==> config.mk <==
export PLATFORM = sky130hd
export DESIGN_NAME = adder_tree_accum_flat
export DESIGN_NICKNAME = d
export VERILOG_FILES = /design/src/rtl/adder_tree_accum_if.sv /design/src/rtl/adder_tree_accum.sv /design/src/flat_wrapper.sv
export SDC_FILE = /design/constraint.sdc
export NUM_CORES = 1
export LEC_CHECK = 0
export ABC_AREA = 1
export BUFFER_PORTS_ARGS = -buffer_cell sky130_fd_sc_hd__buf_2
export CAP_MARGIN = 20
export CORE_MARGIN = 3
export CORE_UTILIZATION = 55
export DETAILED_ROUTE_END_ITERATION = 7
export GPL_ROUTABILITY_DRIVEN = 0
export PLACE_DENSITY = 0.81
export SYNTH_ARGS = -nofsm -noshare
export SYNTH_HDL_FRONTEND = slang
export SYNTH_SLANG_ARGS = --single-unit
==> constraint.sdc <==
create_clock -name clk -period 2.9 [get_ports clk]
set_input_delay 0.29 -clock clk [delete_from_list [all_inputs] [get_ports clk]]
set_output_delay 0.29 -clock clk [all_outputs]
set_load 0.02 [all_outputs]
==> src/rtl/adder_tree_accum_if.sv <==
// Stream bundle for adder_tree_accum: tree-sum input beats and frame-result output.
// slave is the accumulator side, master is the producer/consumer side.
interface adder_tree_accum_if #(
    parameter int IN_WIDTH  = 33,
    parameter int ACC_WIDTH = 48,
    parameter int CNT_WIDTH = 16
);
    logic                 in_valid;
    logic                 in_ready;
    logic [IN_WIDTH-1:0]  in_sum;
    logic                 in_last;
    logic                 out_valid;
    logic                 out_ready;
    logic [ACC_WIDTH-1:0] out_sum;
    logic [CNT_WIDTH-1:0] out_count;
    logic                 out_ovf;

    modport slave (
        input  in_valid,
        input  in_sum,
        input  in_last,
        input  out_ready,
        output in_ready,
        output out_valid,
        output out_sum,
        output out_count,
        output out_ovf
    );

    modport master (
        output in_valid,
        output in_sum,
        output in_last,
        output out_ready,
        input  in_ready,
        input  out_valid,
        input  out_sum,
        input  out_count,
        input  out_ovf
    );
endinterface

==> src/rtl/adder_tree_accum.sv <==
// Frame accumulator behind the registered adder tree: sums the beats of a frame,
// counts them (saturating) and hands the total to the consumer on a valid/ready port.
module adder_tree_accum #(
    parameter int IN_WIDTH  = 33,
    parameter int ACC_WIDTH = 48,
    parameter int CNT_WIDTH = 16
) (
    input  logic              clk,
    input  logic              rst,
    adder_tree_accum_if.slave bus
);
    typedef enum logic [1:0] {
        IDLE  = 2'd0,
        ACCUM = 2'd1,
        HOLD  = 2'd2
    } state_t;

    localparam logic [CNT_WIDTH-1:0] CNT_MAX = {CNT_WIDTH{1'b1}};

    state_t               state_reg, state_next;
    logic [ACC_WIDTH-1:0] acc_reg, acc_next;
    logic [CNT_WIDTH-1:0] cnt_reg, cnt_next;
    logic                 ovf_reg, ovf_next;
    logic                 out_valid_reg, out_valid_next;
    logic [ACC_WIDTH-1:0] out_sum_reg, out_sum_next;
    logic [CNT_WIDTH-1:0] out_count_reg, out_count_next;
    logic                 out_ovf_reg, out_ovf_next;

    logic                 ready;
    logic                 accept;
    logic [ACC_WIDTH-1:0] in_ext;
    logic [ACC_WIDTH:0]   sum_wide;
    logic [CNT_WIDTH-1:0] cnt_inc;
    logic [ACC_WIDTH-1:0] beat_acc;
    logic [CNT_WIDTH-1:0] beat_cnt;
    logic                 beat_ovf;

    // Zero-extend the unsigned tree sum to the accumulator width.
    genvar gi;
    generate
        for (gi = 0; gi < ACC_WIDTH; gi++) begin : g_ext
            if (gi < IN_WIDTH) begin : g_bit
                assign in_ext[gi] = bus.in_sum[gi];
            end else begin : g_zero
                assign in_ext[gi] = 1'b0;
            end
        end
    endgenerate

    assign ready        = (state_reg != HOLD);
    assign accept       = bus.in_valid & ready;
    assign bus.in_ready = ready;

    // Value the frame registers take if the current beat is accepted.
    always_comb begin
        sum_wide = {1'b0, acc_reg} + {1'b0, in_ext};
        cnt_inc  = (cnt_reg == CNT_MAX) ? CNT_MAX : cnt_reg + CNT_WIDTH'(1);
        if (state_reg == IDLE) begin
            beat_acc = in_ext;
            beat_cnt = CNT_WIDTH'(1);
            beat_ovf = 1'b0;
        end else begin
            beat_acc = sum_wide[ACC_WIDTH-1:0];
            beat_cnt = cnt_inc;
            beat_ovf = ovf_reg | sum_wide[ACC_WIDTH] | (cnt_inc == CNT_MAX);
        end
    end

    always_comb begin
        state_next     = state_reg;
        acc_next       = acc_reg;
        cnt_next       = cnt_reg;
        ovf_next       = ovf_reg;
        out_valid_next = out_valid_reg;
        out_sum_next   = out_sum_reg;
        out_count_next = out_count_reg;
        out_ovf_next   = out_ovf_reg;
        case (state_reg)
            IDLE, ACCUM: begin
                if (accept) begin
                    acc_next = beat_acc;
                    cnt_next = beat_cnt;
                    ovf_next = beat_ovf;
                    if (bus.in_last) begin
                        state_next     = HOLD;
                        out_valid_next = 1'b1;
                        out_sum_next   = beat_acc;
                        out_count_next = beat_cnt;
                        out_ovf_next   = beat_ovf;
                    end else begin
                        state_next = ACCUM;
                    end
                end
            end
            HOLD: begin
                // Result fields stay put after the handshake; only valid drops.
                if (bus.out_ready) begin
                    out_valid_next = 1'b0;
                    state_next     = IDLE;
                end
            end
            default: begin
                state_next     = IDLE;
                out_valid_next = 1'b0;
            end
        endcase
    end

    always_ff @(posedge clk) begin
        if (rst) begin
            state_reg     <= IDLE;
            acc_reg       <= '0;
            cnt_reg       <= '0;
            ovf_reg       <= 1'b0;
            out_valid_reg <= 1'b0;
            out_sum_reg   <= '0;
            out_count_reg <= '0;
            out_ovf_reg   <= 1'b0;
        end else begin
            state_reg     <= state_next;
            acc_reg       <= acc_next;
            cnt_reg       <= cnt_next;
            ovf_reg       <= ovf_next;
            out_valid_reg <= out_valid_next;
            out_sum_reg   <= out_sum_next;
            out_count_reg <= out_count_next;
            out_ovf_reg   <= out_ovf_next;
        end
    end

    assign bus.out_valid = out_valid_reg;
    assign bus.out_sum   = out_sum_reg;
    assign bus.out_count = out_count_reg;
    assign bus.out_ovf   = out_ovf_reg;
endmodule

==> src/flat_wrapper.sv <==
// flat-port wrapper written by rule: the top's interface ports become plain ports
module adder_tree_accum_flat 
#(
    parameter int IN_WIDTH  = 33,
    parameter int ACC_WIDTH = 48,
    parameter int CNT_WIDTH = 16
)
  (clk, rst, bus_in_valid, bus_in_sum, bus_in_last, bus_out_ready, bus_in_ready, bus_out_valid, bus_out_sum, bus_out_count, bus_out_ovf);
  adder_tree_accum_if #(.IN_WIDTH(IN_WIDTH), .ACC_WIDTH(ACC_WIDTH), .CNT_WIDTH(CNT_WIDTH)) bus_i ();
  input  logic clk;
  input  logic rst;
  input wire logic [$bits(bus_i.in_valid)-1:0] bus_in_valid;
  input wire logic [$bits(bus_i.in_sum)-1:0] bus_in_sum;
  input wire logic [$bits(bus_i.in_last)-1:0] bus_in_last;
  input wire logic [$bits(bus_i.out_ready)-1:0] bus_out_ready;
  output wire logic [$bits(bus_i.in_ready)-1:0] bus_in_ready;
  output wire logic [$bits(bus_i.out_valid)-1:0] bus_out_valid;
  output wire logic [$bits(bus_i.out_sum)-1:0] bus_out_sum;
  output wire logic [$bits(bus_i.out_count)-1:0] bus_out_count;
  output wire logic [$bits(bus_i.out_ovf)-1:0] bus_out_ovf;
  assign bus_i.in_valid = bus_in_valid;
  assign bus_i.in_sum = bus_in_sum;
  assign bus_i.in_last = bus_in_last;
  assign bus_i.out_ready = bus_out_ready;
  assign bus_in_ready = bus_i.in_ready;
  assign bus_out_valid = bus_i.out_valid;
  assign bus_out_sum = bus_i.out_sum;
  assign bus_out_count = bus_i.out_count;
  assign bus_out_ovf = bus_i.out_ovf;
  adder_tree_accum #(.IN_WIDTH(IN_WIDTH), .ACC_WIDTH(ACC_WIDTH), .CNT_WIDTH(CNT_WIDTH)) u_core (.clk(clk), .rst(rst), .bus(bus_i));
endmodule
# Word level (Yosys, flattened, before mapping)

Cells that the tools add are included.

Flip-flop bits (word level): 133
Bits in latches: 0
Memory bits (writable): 0
ROM bits: 0
Input port bits: 38
Output and inout port bits: 67
Word-level logic and storage cells: 39
Memories: 0

Add/sub/neg operators: 2
Multipliers: 0
Divide/modulo/power cells: 0
Order comparisons: 0
Equal/unequal tests: 8
Shifts and indexed selects: 0
Muxes and demuxes: 12
Bitwise operators: 3
Reduce and logical (&&, ||, !) cells: 6

Operator list:

| operator                | number |
|---|---|
| $add A48 B33 Y49        | 1 |
| $mux W48                | 1 |
| $eq A16 B16 Y1 const B  | 2 |
| $mux W16                | 2 |
| $add A16 B1 Y16 const B | 1 |
| $mux W2                 | 3 |
| $ne A2 B2 Y1 const B    | 3 |
| $reduce_and A3 Y1       | 2 |
| $mux W1                 | 4 |
| $pmux W2 S2             | 1 |
| $reduce_and A2 Y1       | 2 |
| $eq A2 B1 Y1 const B    | 1 |
| $eq A2 B2 Y1 const B    | 1 |
| $logic_not A2 Y1        | 1 |
| $ne A2 B1 Y1 const B    | 1 |
| $or A1 B1 Y1            | 2 |
| $pmux W1 S2             | 1 |
| $reduce_or A2 Y1        | 1 |
| $and A1 B1 Y1           | 1 |

# Depth between registers and ports, before layout

Depth after elaboration: 5
Depth in mapped cells: 17
Mapped depth without buffers: 17

# Worst setup path after synthesis

Ideal clock, no wire load.

Kind: register to register
Start: register u_core.acc_reg[0]
End: register u_core.acc_reg[28]
Library setup time: 0.109 ns
Data arrival time: 1.827 ns
Data required time: 2.791 ns
Path slack: 0.964 ns
Cell stages (with the launch flop): 18
Buffers on the path: 0
Period minus slack after synthesis: 1.936 ns
Cells stage by stage: dfxtp_1 > ha_1 > inv_1 > fa_1 > inv_1 > nand2_1 > nand2_1 > nand3_1 > nand2_1 > nand2_1 > nand2_1 > nand3_1 > nand2_1 > nand2_1 > nand3_1 > nand3_1 > nand2_1 > inv_1

Cells in the longest elaborated chain, start to end: 2

RTL lines:

| what                   | line                    | text |
|---|---|---|
| start, declared        | adder_tree_accum.sv:21  | `logic [ACC_WIDTH-1:0] acc_reg, acc_next;` |
| start signal, assigned | adder_tree_accum.sv:121 | `acc_reg <= acc_next;` |
| $add A48 B33 Y49       | adder_tree_accum.sv:56  | `sum_wide = {1'b0, acc_reg} + {1'b0, in_ext};` |
| $mux W48               | adder_tree_accum.sv:58  | `if (state_reg == IDLE) begin` |

No other way between the ends.
A chain may end at the register's enable or synchronous reset.

# Worst setup path after layout

Start: register u_core.acc_reg[0]
End: register u_core.acc_reg[32]

The elaborated chain is that of the path after synthesis.

==> qor.yml <==
synth_common_cells: "nand2_1 (443), inv_1 (245), nor2_1 (151)"
path_class: "flip-flop to flip-flop"
hold_viol: 0
grt_setup_unrepaired: "no"
slew_headroom_pct: 51.7
synthTopCellsByArea: "dfxtp_1 (29%), nand2_1 (18%), inv_1 (10%)"
post-synth-top-count-cell: "nand2_1"
die_w_um: 135
synth_fa_ha_area_share_pct: 4.84
grt_max_degree: 112
finalSetupViolCount: 0
cts_max_level: 4
utilization_pct: 65.1
num_vias: 10200
ys_types: 39
track_usage_pct: 30.8
yosysWarningCount: 0
grt_pass1_wl_um: 45200
slew_viol_final: 0
hold_class: "primary input to flip-flop"
synthXorXnorAreaFrac_pct: 1.33
power.leakage_nw: 5.64
reg2reg_depth: 17
path_cells: "ha_1 -> inv_1 -> fa_1 -> inv_1 -> nand2_1 -> nand2_1 -> nand3_1 -> nand2_1 -> nand2_1 -> nand2_1 -> nand2_1 -> nand3_1 -> nand2_1 -> nand3_1 -> nand3_1 -> nand2_1 -> inv_1"
netlist_area_mm2: 0.00921
root_buffer: "clkbuf_16"
fillers: 1548
grt_use_met1_pct: 42.1
clock-sinks: 133
use_met2_pct: 47.5
synthFlopType: "dfxtp_1"
powerDensity_mw_per_mm2: 548
path_common_cell: "nand2_1"
synth.mux.area_fraction_pct: 0.109
final.setup.worst_slack_ns: 0.408
core_area_mm2: 0.0161
syn2layout_area_growth_pct: 14.0
fin_tns_setup_ns: 0
num_rows: 46
peakVddDrop_uv: 493
cts_hold_buffers: 0
first_pass_iters: 7
io_pins: 105
maxCapViolCount: 0
endpoint_kind: "flip-flop"
async_flop_share_pct: 0
postSynthCellCount: 1546
clock_latency_ns: 0.43
place_hpwl_um: 21000
grt_overflow: 0
yosys.area.top_type: "dfxtp_1"
dr.first_iter.drc_count: 1108
post_cts_buffers: 0
arrival_ns: 2.82
synth_edf_count: 0
ant_nets: 0
hold_end: "u_core.state_reg[1]$_SDFFE_PP0P_"
grt_most_used_layer: "met2"
die_y_um: 135
seq_area_frac_synth_pct: 28.9
whs_path_depth: 3
cts.path.max_buffers: 2
status: "finished clean"
antenna_found_initial: 0
yosys.area_share.simple_pct: 36.5
postSynthAreaPerCell_um2: 5.95
wl_per_cell_um: 15.3
numCtsBuffers: 17
synth_nets: 1619
grtUsageMet3_pct: 7.24
worst_ep_required_time_ns: 3.23
fin_crit_ns: 2.49
cp-start-kind: "flip-flop"
yosys_register_bits: 133
post_cts_resized: 0
io_buffers: 104
viasPerCell: 5.48
die_area_mm2: 0.0183
cts_tree: "done"
hp-start: "bus_out_ready"
dp_cells: 1822
drcViolationCount: 0
wirelength_um: 28400
initial_core_util_pct: 57.1
max_freq_mhz: 401
slowest_delay_ns: 0.41
final_layout_size_suffix_gt1_share_pct: 11.0
fin_cells: 1855
cp_slowest_cell: "fa_1"
min_period_over_period_pct: 85.9
nNetsFinal: 1698
fin_worst_skew_ns: 0.0131
synth_top_area_share_pct: 28.9
rrSetupSlack_ns: 0.41
crit_fanout: 4
r2r_start: "u_core.acc_reg[0]$_SDFFE_PP0P_"
reg2reg_to: "u_core.acc_reg[32]$_SDFFE_PP0P_"
grt_pass1_vias: 9152
synth_compound_area_share_pct: 15.7
pre_cts_ws_ns: 0.439
synth_top_family_by_area: "simple AND/OR/NAND/NOR gates"
worst_slew_pin_slew_ns: 0.724
path_clk_slew_ns: 0.06
worst max-delay path, delay by kind of cell (launching register included):
family / cells / cell delay, ns
buffers and inverters: 3 / 0.24
adder cells (fa/ha/maj): 2 / 0.60
flip-flops: 1 / 0.33
AND/OR/NAND/NOR: 12 / 1.23
worst max path at each step:
stage / start / end / slack, ns
after floorplan: u_core.acc_reg[0]$_SDFFE_PP0P_ / u_core.acc_reg[28]$_SDFFE_PP0P_ / 0.96
after detailed placement: bus_in_sum[0] / u_core.acc_reg[32]$_SDFFE_PP0P_ / 0.44
after global routing: u_core.acc_reg[0]$_SDFFE_PP0P_ / u_core.bus.out_sum[28]$_SDFFE_PP0P_ / 0.23
after CTS: u_core.acc_reg[0]$_SDFFE_PP0P_ / u_core.acc_reg[32]$_SDFFE_PP0P_ / 0.45
after global placement: bus_in_sum[0] / u_core.bus.out_sum[32]$_SDFFE_PP0P_ / 0.48
final: u_core.acc_reg[0]$_SDFFE_PP0P_ / u_core.acc_reg[32]$_SDFFE_PP0P_ / 0.41
metal layers:
layer,up-vias,part of all wire (%)
li1,5048,-
met1,4560,43
met2,492,44
met3,71,10
met4,0,3.4
met5,-,0
stage by stage:
stage / hold WS [ns] / power [mW] / instance area, um^2
floorplan: 0.454 / 3.11 / 9210
global placement: 0.457 / 3.51 / 9900
detailed placement: 0.478 / 3.53 / 9900
CTS: 0.121 / 5.72 / 10500
global route: 0.152 / 6.01 / 10500
finish: 0.133 / 5.75 / 10500
cell families after synthesis:
kind of cell / Yosys count
adder cells (fa/ha/maj): 35
buffers and inverters: 305
XOR/XNOR: 14
multiplexers: 1
flip-flops: 133
AND/OR/NAND/NOR: 792
AO/OA/AOI/OAI: 266
layout by cell type, fill, tap and decap left out, types with 2 or more instances in the layout:
cell and n:
nand2_1 443, inv_1 243, nor2_1 149, dfxtp_1 133, o21ai_0 121, nand3_1 117, buf_2 104, a21oi_1 93
ha_1 34, nand4_1 22, o21bai_1 22, nand3b_1 17, clkbuf_16 17, o21a_1 13, nor2_2 11, xnor2_1 8
nor3_1 7, inv_2 7, o21ai_1 7, xor2_1 6, buf_4 6, or2_2 5, clkinv_4 5, o211ai_1 4
nand3_2 4, or2_1 3, and2_1 3, nor2_4 3, nand2_2 3, nor4_1 3, inv_6 3, buf_12 3
clkinv_1 2, a21o_1 2, a21oi_2 2, bufinv_16 2, clkinv_2 2
layout make-up:
cell class / instances / area (um^2) / share of cell area, %
antenna: 1 / 2.50 / 0.0238
clock buffer: 19 / 443 / 4.22
clock inverter: 13 / 148 / 1.41
inverter: 252 / 946 / 9.01
multi-input combinational: 1108 / 5400 / 51.4
sequential: 133 / 2660 / 25.4
tap: 216 / 270 / 2.58
timing repair buffer: 113 / 626 / 5.96
where the power goes:
group	internal, mW	switching (mW)	leakage, nW
combinational	0.471	0.992	4.25
sequential	1.97	0.111	1.10
clock	1.30	0.901	0.288
Power figures use the tool's default switching activity.
